$ cat src/rtl/spi_unit_responder.sv
// SPI responder front-end for coprocessor units. It receives an opcode and two
// operands from the CPU master, hands them to a compute core over valid/ready,
// and shifts the core's result back out on miso during the receive window.
module spi_unit_responder #(
    parameter int unsigned DATA_W      = 32,
    parameter int unsigned OP_W        = 4,
    parameter int unsigned WAIT_CYCLES = 8,
    parameter int unsigned SYNC_STAGES = 2
) (
    input  logic              clock,
    input  logic              reset,
    input  logic              sclk,
    input  logic              nss,
    input  logic              mosi,
    output logic              miso,
    output logic              core_valid,
    input  logic              core_ready,
    output logic [OP_W-1:0]   core_op,
    output logic [DATA_W-1:0] core_a,
    output logic [DATA_W-1:0] core_b,
    input  logic              rsp_valid,
    input  logic [DATA_W-1:0] rsp_data,
    output logic              frame_abort,
    output logic              late_err
);

    localparam int unsigned CNT_MAX0 = (DATA_W > WAIT_CYCLES) ? DATA_W : WAIT_CYCLES;
    localparam int unsigned CNT_MAX  = (CNT_MAX0 > OP_W) ? CNT_MAX0 : OP_W;
    localparam int unsigned CNT_W    = $clog2(CNT_MAX + 1);

    typedef enum logic [2:0] {StIdle, StRxOp, StRxA, StRxB, StWait, StTx, StDone} state_t;

    logic [SYNC_STAGES-1:0] sclk_sync, mosi_sync, nss_sync;
    logic                   sclk_prev, nss_prev;
    logic                   sclk_s, mosi_s, nss_s;
    logic                   rise, fall, nss_fall;

    state_t                 state_q, state_d;
    logic [CNT_W-1:0]       cnt_q, cnt_d;
    logic [OP_W-1:0]        op_sr_q, op_sr_d;
    logic [DATA_W-1:0]      a_sr_q, a_sr_d, b_sr_q, b_sr_d;
    logic [DATA_W-1:0]      tx_sr_q, tx_sr_d, res_q, res_d;
    logic                   held_q, held_d;
    logic                   miso_q, miso_d, cv_q, cv_d;
    logic [OP_W-1:0]        op_q, op_d;
    logic [DATA_W-1:0]      ca_q, ca_d, cb_q, cb_d;
    logic                   abort_q, abort_d, late_q, late_d;
    logic [DATA_W-1:0]      b_new;

    assign sclk_s   = sclk_sync[SYNC_STAGES-1];
    assign mosi_s   = mosi_sync[SYNC_STAGES-1];
    assign nss_s    = nss_sync[SYNC_STAGES-1];
    assign rise     = sclk_s & ~sclk_prev;
    assign fall     = ~sclk_s & sclk_prev;
    assign nss_fall = ~nss_s & nss_prev;
    assign b_new    = {b_sr_q[DATA_W-2:0], mosi_s};

    // Synchronise the SPI inputs and keep previous values for edge detection.
    // nss resets high (deselected) so release of reset never looks like a frame start.
    always_ff @(posedge clock or negedge reset) begin
        if (!reset) begin
            sclk_sync <= '0;
            mosi_sync <= '0;
            nss_sync  <= '1;
            sclk_prev <= 1'b0;
            nss_prev  <= 1'b1;
        end else begin
            sclk_sync <= {sclk_sync[SYNC_STAGES-2:0], sclk};
            mosi_sync <= {mosi_sync[SYNC_STAGES-2:0], mosi};
            nss_sync  <= {nss_sync[SYNC_STAGES-2:0], nss};
            sclk_prev <= sclk_s;
            nss_prev  <= nss_s;
        end
    end

    // Frame state, shift registers and registered outputs.
    always_ff @(posedge clock or negedge reset) begin
        if (!reset) begin
            state_q <= StIdle;
            cnt_q   <= '0;
            op_sr_q <= '0;
            a_sr_q  <= '0;
            b_sr_q  <= '0;
            tx_sr_q <= '0;
            res_q   <= '0;
            held_q  <= 1'b0;
            miso_q  <= 1'b0;
            cv_q    <= 1'b0;
            op_q    <= '0;
            ca_q    <= '0;
            cb_q    <= '0;
            abort_q <= 1'b0;
            late_q  <= 1'b0;
        end else begin
            state_q <= state_d;
            cnt_q   <= cnt_d;
            op_sr_q <= op_sr_d;
            a_sr_q  <= a_sr_d;
            b_sr_q  <= b_sr_d;
            tx_sr_q <= tx_sr_d;
            res_q   <= res_d;
            held_q  <= held_d;
            miso_q  <= miso_d;
            cv_q    <= cv_d;
            op_q    <= op_d;
            ca_q    <= ca_d;
            cb_q    <= cb_d;
            abort_q <= abort_d;
            late_q  <= late_d;
        end
    end

    // Next-state logic: abort has priority over any coincident sclk edge.
    always_comb begin
        state_d = state_q;
        cnt_d   = cnt_q;
        op_sr_d = op_sr_q;
        a_sr_d  = a_sr_q;
        b_sr_d  = b_sr_q;
        tx_sr_d = tx_sr_q;
        res_d   = res_q;
        held_d  = held_q;
        miso_d  = miso_q;
        cv_d    = cv_q;
        op_d    = op_q;
        ca_d    = ca_q;
        cb_d    = cb_q;
        abort_d = 1'b0;
        late_d  = 1'b0;

        if (cv_q && core_ready) cv_d = 1'b0;

        if (nss_s && (state_q != StIdle) && (state_q != StDone)) begin
            state_d = StIdle;
            cnt_d   = '0;
            abort_d = 1'b1;
            cv_d    = 1'b0;
            miso_d  = 1'b0;
        end else begin
            unique case (state_q)
                StIdle: begin
                    if (nss_fall) begin
                        state_d = StRxOp;
                        cnt_d   = '0;
                        held_d  = 1'b0;
                    end
                end
                StRxOp: begin
                    if (rise) begin
                        op_sr_d = {op_sr_q[OP_W-2:0], mosi_s};
                        if (cnt_q == CNT_W'(OP_W - 1)) begin
                            state_d = StRxA;
                            cnt_d   = '0;
                        end else cnt_d = cnt_q + 1'b1;
                    end
                end
                StRxA: begin
                    if (rise) begin
                        a_sr_d = {a_sr_q[DATA_W-2:0], mosi_s};
                        if (cnt_q == CNT_W'(DATA_W - 1)) begin
                            state_d = StRxB;
                            cnt_d   = '0;
                        end else cnt_d = cnt_q + 1'b1;
                    end
                end
                StRxB: begin
                    if (rise) begin
                        b_sr_d = b_new;
                        if (cnt_q == CNT_W'(DATA_W - 1)) begin
                            op_d    = op_sr_q;
                            ca_d    = a_sr_q;
                            cb_d    = b_new;
                            cv_d    = 1'b1;
                            state_d = StWait;
                            cnt_d   = '0;
                        end else cnt_d = cnt_q + 1'b1;
                    end
                end
                StWait: begin
                    if (rsp_valid) begin
                        res_d  = rsp_data;
                        held_d = 1'b1;
                    end
                    if (rise) begin
                        if (cnt_q == CNT_W'(WAIT_CYCLES - 1)) begin
                            // A result arriving on this very cycle still counts as in time.
                            if (held_d) begin
                                tx_sr_d = res_d;
                                miso_d  = res_d[DATA_W-1];
                            end else begin
                                tx_sr_d = '0;
                                miso_d  = 1'b0;
                                late_d  = 1'b1;
                                cv_d    = 1'b0;
                            end
                            state_d = StTx;
                            cnt_d   = '0;
                        end else cnt_d = cnt_q + 1'b1;
                    end
                end
                StTx: begin
                    // Change miso only after a fall so the master gets half a period of setup.
                    if (fall) begin
                        tx_sr_d = {tx_sr_q[DATA_W-2:0], 1'b0};
                        if (cnt_q == CNT_W'(DATA_W - 1)) begin
                            state_d = StDone;
                            miso_d  = 1'b0;
                            cnt_d   = '0;
                        end else begin
                            miso_d = tx_sr_q[DATA_W-2];
                            cnt_d  = cnt_q + 1'b1;
                        end
                    end
                end
                StDone: begin
                    miso_d = 1'b0;
                    if (nss_s) state_d = StIdle;
                end
                default: state_d = StIdle;
            endcase
        end
    end

    assign miso        = miso_q;
    assign core_valid  = cv_q;
    assign core_op     = op_q;
    assign core_a      = ca_q;
    assign core_b      = cb_q;
    assign frame_abort = abort_q;
    assign late_err    = late_q;

endmodule

$ cat config.mk
export PLATFORM = sky130hd
export DESIGN_NAME = spi_unit_responder
export DESIGN_NICKNAME = d
export VERILOG_FILES = /design/src/rtl/spi_unit_responder.sv
export SDC_FILE = /design/constraint.sdc
export NUM_CORES = 1
export LEC_CHECK = 0
export ABC_AREA = 1
export CAP_MARGIN = 25
export CORE_ASPECT_RATIO = 1.75
export CORE_MARGIN = 2
export CORE_UTILIZATION = 45
export CTS_CLUSTER_DIAMETER = 200
export DETAILED_ROUTE_END_ITERATION = 6
export GPL_TIMING_DRIVEN = 0
export HOLD_SLACK_MARGIN = 0.12
export PLACE_DENSITY = 0.73
export SLEW_MARGIN = 10
export SYNTH_ARGS = -nofsm -noshare
export SYNTH_HDL_FRONTEND = slang
export SYNTH_SLANG_ARGS = --single-unit
$ cat constraint.sdc
create_clock -name clock -period 2.1 [get_ports clock]
set_input_delay 0.21 -clock clock [delete_from_list [all_inputs] [get_ports clock]]
set_output_delay 0.21 -clock clock [all_outputs]
set_load 0.02 [all_outputs]
# ---- Word level (Yosys, flattened, before mapping)
# Index checks and enable logic that the tools add are counted.
dict set report op_classes {
  addsub 1
  eq_ne 27
  n_mux 56
  bitwise 7
  reduce_logical 20
}
# op n
set ops {}
lappend ops {{31-bit 2-to-1 mux} 4}
lappend ops {{31-bit one-hot mux with 2 select lines} 1}
lappend ops {{6-bit 2-to-1 mux} 9}
lappend ops {{3-bit 2-to-1 mux} 13}
lappend ops {{3-bit inequality test, second input constant} 13}
lappend ops {{32-bit 2-to-1 mux} 1}
lappend ops {{6-bit one-hot mux with 5 select lines} 1}
lappend ops {{1-bit 2-to-1 mux} 23}
lappend ops {{3-bit one-hot mux with 7 select lines} 1}
lappend ops {{12-bit AND reduction} 1}
lappend ops {{3-bit AND reduction} 4}
lappend ops {{3-bit == test, second input constant} 3}
lappend ops {{2-bit inequality test, second input constant} 4}
lappend ops {{4-bit AND reduction} 2}
lappend ops {{6-bit by 1-bit adder with 6-bit output, second input constant} 1}
lappend ops {{3-bit by 2-bit == test with 1-bit output, second input constant} 2}
lappend ops {{6-bit by 2-bit == test with 1-bit output, second input constant} 1}
lappend ops {{6-bit by 3-bit == test with 1-bit output, second input constant} 1}
lappend ops {{6-bit by 5-bit == test with 1-bit output, second input constant} 1}
lappend ops {{6-bit AND reduction} 1}
lappend ops {{6-bit nonzero test} 1}
lappend ops {{5-bit AND reduction} 1}
lappend ops {{1-bit NOT} 4}
lappend ops {{1-bit one-hot mux with 2 select lines} 2}
lappend ops {{other kinds (11)} 16}
dict set report totals {
  register_bits 220
  inputBits 39
  output_inout_bits 72
}

# ---- Longest topological paths before layout
# Gate-level depths: netlist (run 1).
dict set report depth {
  depth_word 9
  ltp_mapped 12
  depth_no_buf 12
}

# ---- Worst setup path before layout (run 1)
# OpenSTA, ideal clock, no wires.
dict set report synth_timing {
  path_type {reg2reg}
  startpoint {reg cnt_q[0]}
  endpoint {reg ca_q[31], in the netlist core_a[31]}
  setup_ns 0.125
  arrival_ns 1.463
  required_ns 1.975
  slack_ns 0.512
  path_stages_with_launch 9
  cell_sequence {dfrtp_1 -> ha_1 -> nand2_2 -> clkinv_2 -> nand2_2 -> nor2_4 -> nand3_4 -> buf_6 -> mux2_4}
}
dict set report synth_between {
  elab_chain_cells 2
}
# element line
set synth_lines {}
lappend synth_lines {{start: declaration} 39} ;# logic [CNT_W-1:0] cnt_q, cnt_d;
lappend synth_lines {{start signal: assignment} 96} ;# cnt_q <= cnt_d;
lappend synth_lines {{6-bit by 5-bit == test with 1-bit output} 169} ;# if (cnt_q == CNT_W'(DATA_W - 1)) begin
lappend synth_lines {{4-bit AND reduction (no line)} --}
lappend synth_lines {{end signal: assignment} 90} ;# ca_q <= '0;
lappend synth_lines {{end signal: assignment} 106} ;# ca_q <= ca_d;
lappend synth_lines {{end: declaration} 46} ;# logic [DATA_W-1:0] ca_q, ca_d, cb_q, cb_d;
# No other way between the ends.
# A chain may end at the register's enable or synchronous reset.

# ---- Worst setup path in the final report (run 1)
dict set report layout_timing {
  startpoint {reg cnt_q[0]}
  endpoint {reg cb_q[8], in the netlist core_b[8]}
}
dict set report layout_between {
  elab_chain_cells 2
}
# element line
set layout_lines {}
lappend layout_lines {{6-bit by 5-bit == test with 1-bit output} 169}
lappend layout_lines {{4-bit AND reduction (no line)} --}
lappend layout_lines {{end signal: assignment} 91} ;# cb_q <= '0;
lappend layout_lines {{end signal: assignment} 107} ;# cb_q <= cb_d;
lappend layout_lines {{end: declaration} 46}
# No other way between the ends.

==> results of run 1 <==
==> flip-flops by register name, summed over array words and instances, names as in the netlist, 2 cells and up <==
signal / flops
a_sr_q: 32
b_sr_q: 31
cnt_q: 6
core_a: 32
core_b: 32
core_op: 4
mosi_sync: 2
nss_sync: 2
op_sr_q: 4
res_q: 32
sclk_sync: 2
state_q: 3
tx_sr_q: 31
==> per-stage QoR <==
| step | power, mW | setup WS [ns] | cells | TNS, ns |
|---|---|---|---|---|
| after floorplan | 7.18 | 0.512 | 1078 | 0 |
| after global placement | 7.84 | -8.40 | 1439 | -1833.51 |
| after detailed placement | 7.93 | 0.202 | 1441 | 0 |
| after CTS | 11.7 | 0.180 | 1478 | 0 |
| after global routing | 12.4 | 0.0524 | 1478 | 0 |
| final | 11.6 | 0.189 | 1478 | 0 |
==> synth_stat cells (2+ instances only) <==
library cell  count  area (µm²)
o21ai_0         161         806
dfrtp_1         217        5430
o21ai_2           5        43.8
inv_1           142         533
nand2_4           3        33.8
o21ai_1          97         485
nor2_1           12        45.0
nor2_2            2        12.5
buf_2            15        75.1
nor2_8            3        60.1
buf_4             4        30.0
nand3_1          27         135
mux2_4            3        45.0
nand2_2           8        50.1
nand3_2           3        30.0
buf_6            10         113
a21oi_1           3        15.0
nand3_4           2        35.0
clkbuf_1         25        93.8
inv_2             7        26.3
nor3_1            3        15.0
dfstp_2           3        78.8
nand2_1         305        1140
==> per-layer routing <==
layer | wire length, µm | up-vias | part of all wire [%]
met1 | 8560 | 3550 | 41
met3 | 759 | 37 | 3.6
met5 | 0 | - | 0
met4 | 546 | 0 | 2.6
li1 | - | 3679 | -
met2 | 11000 | 158 | 53
==> critical path: stages, from the launching register on <==
cell      delay, ns
dfrtp_1        0.43
ha_1           0.23
nand2_2        0.07
clkinv_2       0.08
nand2_2        0.07
nor2_4         0.19
nand3_4        0.18
buf_6          0.22
buf_4          0.18
nand2_1        0.06
o21ai_1        0.07
==> cell type report <==
type	count	area, µm²
Timing Repair Buffer	113	1170
Clock inverter	6	70.1
Multi-Input combinational cell	652	3110
Clock buffer	29	616
Sequential cell	220	5510
Buffer	55	317
Fill cell	1850	9170
Tap cell	252	315
Inverter	151	571
==> cells by family after synthesis <==
| group | Yosys count |
|---|---|
| DFF | 220 |
| buffers and inverters | 206 |
| muxes | 4 |
| AOI/OAI and AO/OA | 270 |
| xor gates and xnor gates | 1 |
| and+or+nand+nor | 376 |
| adders and majority gates | 1 |
==> how the worst max path moves through the flow <==
stage	depth (start not counted)	slack, ns	endpoint
floorplan	8	0.51	core_a[31]
global placement	1	-8.40	core_b[12]
detailed placement	10	0.20	core_b[8]
CTS	10	0.18	core_b[8]
global route	10	0.05	core_b[9]
finish	10	0.19	core_b[8]
==> where the power goes <==
part	internal, mW	switching [mW]	total, mW
registers	4.95	0.227	5.18
logic	0.916	1.79	2.71
clock network	2.18	1.58	3.76
==> results.cfg, run 1 <==
[run_status]
status = complete, no violations

[detailed_routing]
wirelength_um = 20800
routedWlPerCell_um = 14.1
viasPerCell = 5.02
vias = 7424
dr.pass1.iters = 5
ant_nets = 0
drc = 0
drtIter0Drc = 478

[layout]
fin_area_um2 = 11700
utilization_pct = 56.0
syn2layout_area_growth_pct = 22.8
final_nets = 1254
final_cell_mix = nand2_1, dfrtp_1, o21ai_0
layout-drive-gt1-share_pct = 9.14
layout_commonest_cell = nand2_1
num_antenna_cells = 0

[floorplan]
chipWidth_um = 114
die_h_um = 196
core_area_um2 = 20800
num_rows = 70
die_area_um2 = 22400
start_util_pct = 45.6
io_pins = 111

[grt]
grt_max_degree = 109
use_met2_pct = 35.4
grtUsageMet3_pct = 2.66
grtUsageTotal_pct = 19.6
grt_pass1_wl_um = 36200
met1_usage_pct = 23.9
antenna_found_initial = 0
grt_pass1_vias = 7634
busiest_layer = met2
gr-total-overflow = 0

[clocking]
cts-resized-gates = 0
clock_latency_ns = 0.50
tritoncts = done
root_buffer = clkbuf_16
clk_pin_slew_ns = 0.07
postCtsHoldBufs = 2
numCtsBuffers = 21
clk_path_buf_depth = 3
postCtsSetupRepairBufs = 0
numClockSinks = 220
htreeDepth = 1

[timing]
worst_slew_pin_slew_ns = 0.787
hold_viol = 0
holdWs_ns = 0.145
setup_viol = 0
min_period_ns = 1.91
relSlewSlack_pct = 47.4
fin_worst_skew_ns = 0.0191
period_share_pct = 91.0
rsz0062_at_grt = false
fmax_mhz = 523
maxSlewViolCount = 0

[power]
peakVddDrop_mv = 0.575
p_leak_nw = 5.29
power_density_nw_per_um2 = 997

[synthesis]
synth_top_family_by_area = simple AND/OR/NAND/NOR gates
synth_mux_area_share_pct = 0.579
synthAdderAreaFrac_pct = 0.132
synth_compound_area_share_pct = 14.6
synth_area_per_cell_um2 = 8.82
async_flop_share_pct = 100
ys.flop_type = dfrtp_1
synth_seq_cells = 220
synth_nets = 1118
synth_area_um2 = 9510
synth-seq-area-share_pct = 57.9
yosys_warnings = 0
synth_edf_count = 0
synth_xor_area_share_pct = 0.0921
yosys.area_share.simple_pct = 17.3
synth_cells = 1078
ys_types = 41

[critical_path]
end_kind = flop
crit_required_ns = 2.47
cp.arrival_ns = 2.28
worstReg2RegStart = cnt_q[0]
reg2reg_depth = 10
timing.rr.end = core_b[8]
worstSetupPathType = reg2reg
r2r_slack_ns = 0.19
startpoint = cnt_q[0]
critical_path_peak_fanout = 10
worst_setup_path_start_kind = flop

[worst_hold_path]
hp-class = in2reg
hold_start = sclk
min_delay_worst_endpoint = sclk_sync[0]
min_path_cells = 1

[placement]
dp_hpwl_um = 14700
place_congestion = 0.859
place_area_um2 = 11000
io_buffers = 109

[flow_run]
maxCapViolCount = 0
(Power assumes the default switching activity.)
==> run 2: changes to the inputs <==
GPL_TIMING_DRIVEN = default   (was 0)
PLACE_DENSITY = default   (was 0.73)
PLACE_DENSITY_LB_ADDON = 0.2   (was default)
SKIP_LAST_GASP = 1   (was default)
==> results.cfg, run 2 (synthesis gave the netlist of run 1 again) <==
[timing]
fmax_mhz = 526
hold_viol = 0
setup_viol = 0
finalSetupTns_ns = 0
maxSlewViolCount = 0
period_share_pct = 90.6
rsz0062_at_grt = false
worst_slew_pin_slew_ns = 0.574
setup_ws_ns = 0.197
relSlewSlack_pct = 61.7
fin_worst_skew_ns = 0.0111
min_period_ns = 1.90

[detailed_routing]
routedWlPerCell_um = 13.3
vias = 7079
drtIter0Drc = 420
drc = 0
ant_nets = 0
dr.pass1.iters = 5
wirelength_um = 19100
viasPerCell = 4.92

[critical_path]
r2r_slack_ns = 0.20
critical_path_peak_fanout = 53
startpoint = cnt_q[0]
worst_setup_path_start_kind = flop
worstSetupPathType = reg2reg
end_kind = flop
worstReg2RegStart = cnt_q[0]
crit_required_ns = 2.48
cp.arrival_ns = 2.29
critical_path.endpoint = core_a[16]
reg2reg_depth = 9
timing.rr.end = core_a[16]

[layout]
num_antenna_cells = 0
multi_input_area_um2 = 3130
fillers = 1873
final_nets = 1217
fin_area_um2 = 11500
instances_no_fill = 1440
seqCellArea_um2 = 5510
utilization_pct = 55.3
layout-drive-gt1-share_pct = 8.59
syn2layout_area_growth_pct = 21.3
final_cell_mix = nand2_1, dfrtp_1, o21ai_0
layout_commonest_cell = nand2_1

[clocking]
tritoncts = done
clk_pin_slew_ns = 0.07
root_buffer = clkbuf_16
htreeDepth = 1
cts-resized-gates = 0
clk_path_buf_depth = 3
numCtsBuffers = 21
numClockSinks = 220
clock_latency_ns = 0.50
postCtsSetupRepairBufs = 0

[grt]
grtUsageTotal_pct = 17.7
grt_pass1_wl_um = 32800
gr-total-overflow = 0
antenna_found_initial = 0
grt_pass1_vias = 6900
grt_max_degree = 73

[floorplan]
die_h_um = 196
chipWidth_um = 114
die_area_um2 = 22400
io_pins = 111
start_util_pct = 45.6
num_rows = 70
core_area_um2 = 20800

[power]
peakVddDrop_mv = 0.680
intPower_mw = 7.87
power.switching_mw = 3.54
combPwrFrac_pct = 22.7
p_leak_nw = 5.19
seq_power_share_pct = 45.5
power.share.switching_pct = 31.0
clkPwrFrac_pct = 31.7
power_density_nw_per_um2 = 989

[placement]
io_buffers = 110
dpl_worst_slack_ns = 0.168
dp_hpwl_um = 12600
place_area_um2 = 10900
place_congestion = 0.851
dpl.cell_count = 1404

[worst_hold_path]
hp-class = in2reg

[run_status]
status = complete, no violations

[flow_run]
maxCapViolCount = 0
run 2: stage by stage:
stage	power (mW)	hold WS, ns
2_1_floorplan	7.18	-0.0856
3_3_place_gp	7.80	0.236
3_5_place_dp	7.87	0.240
4_1_cts	11.6	0.137
5_1_grt	12.2	0.138
6_report	11.4	0.155
run 2: power groups by stage:
stage | Clock, mW | Sequential [mW] | Combinational (mW)
2_1_floorplan | 0 | 5.21 | 1.97
3_3_place_gp | 0 | 5.25 | 2.56
3_5_place_dp | 0 | 5.27 | 2.60
4_1_cts | 3.74 | 5.19 | 2.63
5_1_grt | 3.89 | 5.26 | 3.03
6_report | 3.62 | 5.19 | 2.59
run 2: what timing repair did:
action                     in CTS  in global routing
hold endpoints to repair       66                  0
setup endpoints to repair       0                  5
hold buffers                    1                  0
run 2: per-layer routing:
layer / track usage, % / share of wire, %
met1: 22.0 / 43
met2: 31.2 / 50
met3: 2.72 / 4.1
met4: 6.55 / 2.8
met5: 0 / 0
run 2: how the worst min path moves through the flow:
stage / from / slack, ns / to / depth (start not counted)
6_report: sclk / 0.15 / sclk_sync[0] / 1
5_1_grt: nss / 0.14 / nss_sync[0] / 1
4_1_cts: nss / 0.14 / nss_sync[0] / 1
3_5_place_dp: reset / 0.24 / b_sr_q[27] / 1
3_3_place_gp: reset / 0.24 / b_sr_q[21] / 1
2_1_floorplan: reset / -0.09 / a_sr_q[0] / 0
run 2: area by class of cell:
type / count / share of cell area, %
Timing Repair Buffer: 130 / 11.8
Tap cell: 252 / 2.73
Clock inverter: 11 / 0.824
Multi-Input combinational cell: 653 / 27.1
Clock buffer: 23 / 4.79
Sequential cell: 220 / 47.8
Inverter: 151 / 4.95
run 2: worst max-delay path: stages, from the launching register on:
cell      delay [ns]
dfrtp_1         0.42
ha_1            0.23
nand2_2         0.07
clkinv_2        0.08
nand2_2         0.07
nor2_4          0.22
nand3_4         0.26
buf_12          0.27
nand2_1         0.09
o21ai_1         0.06
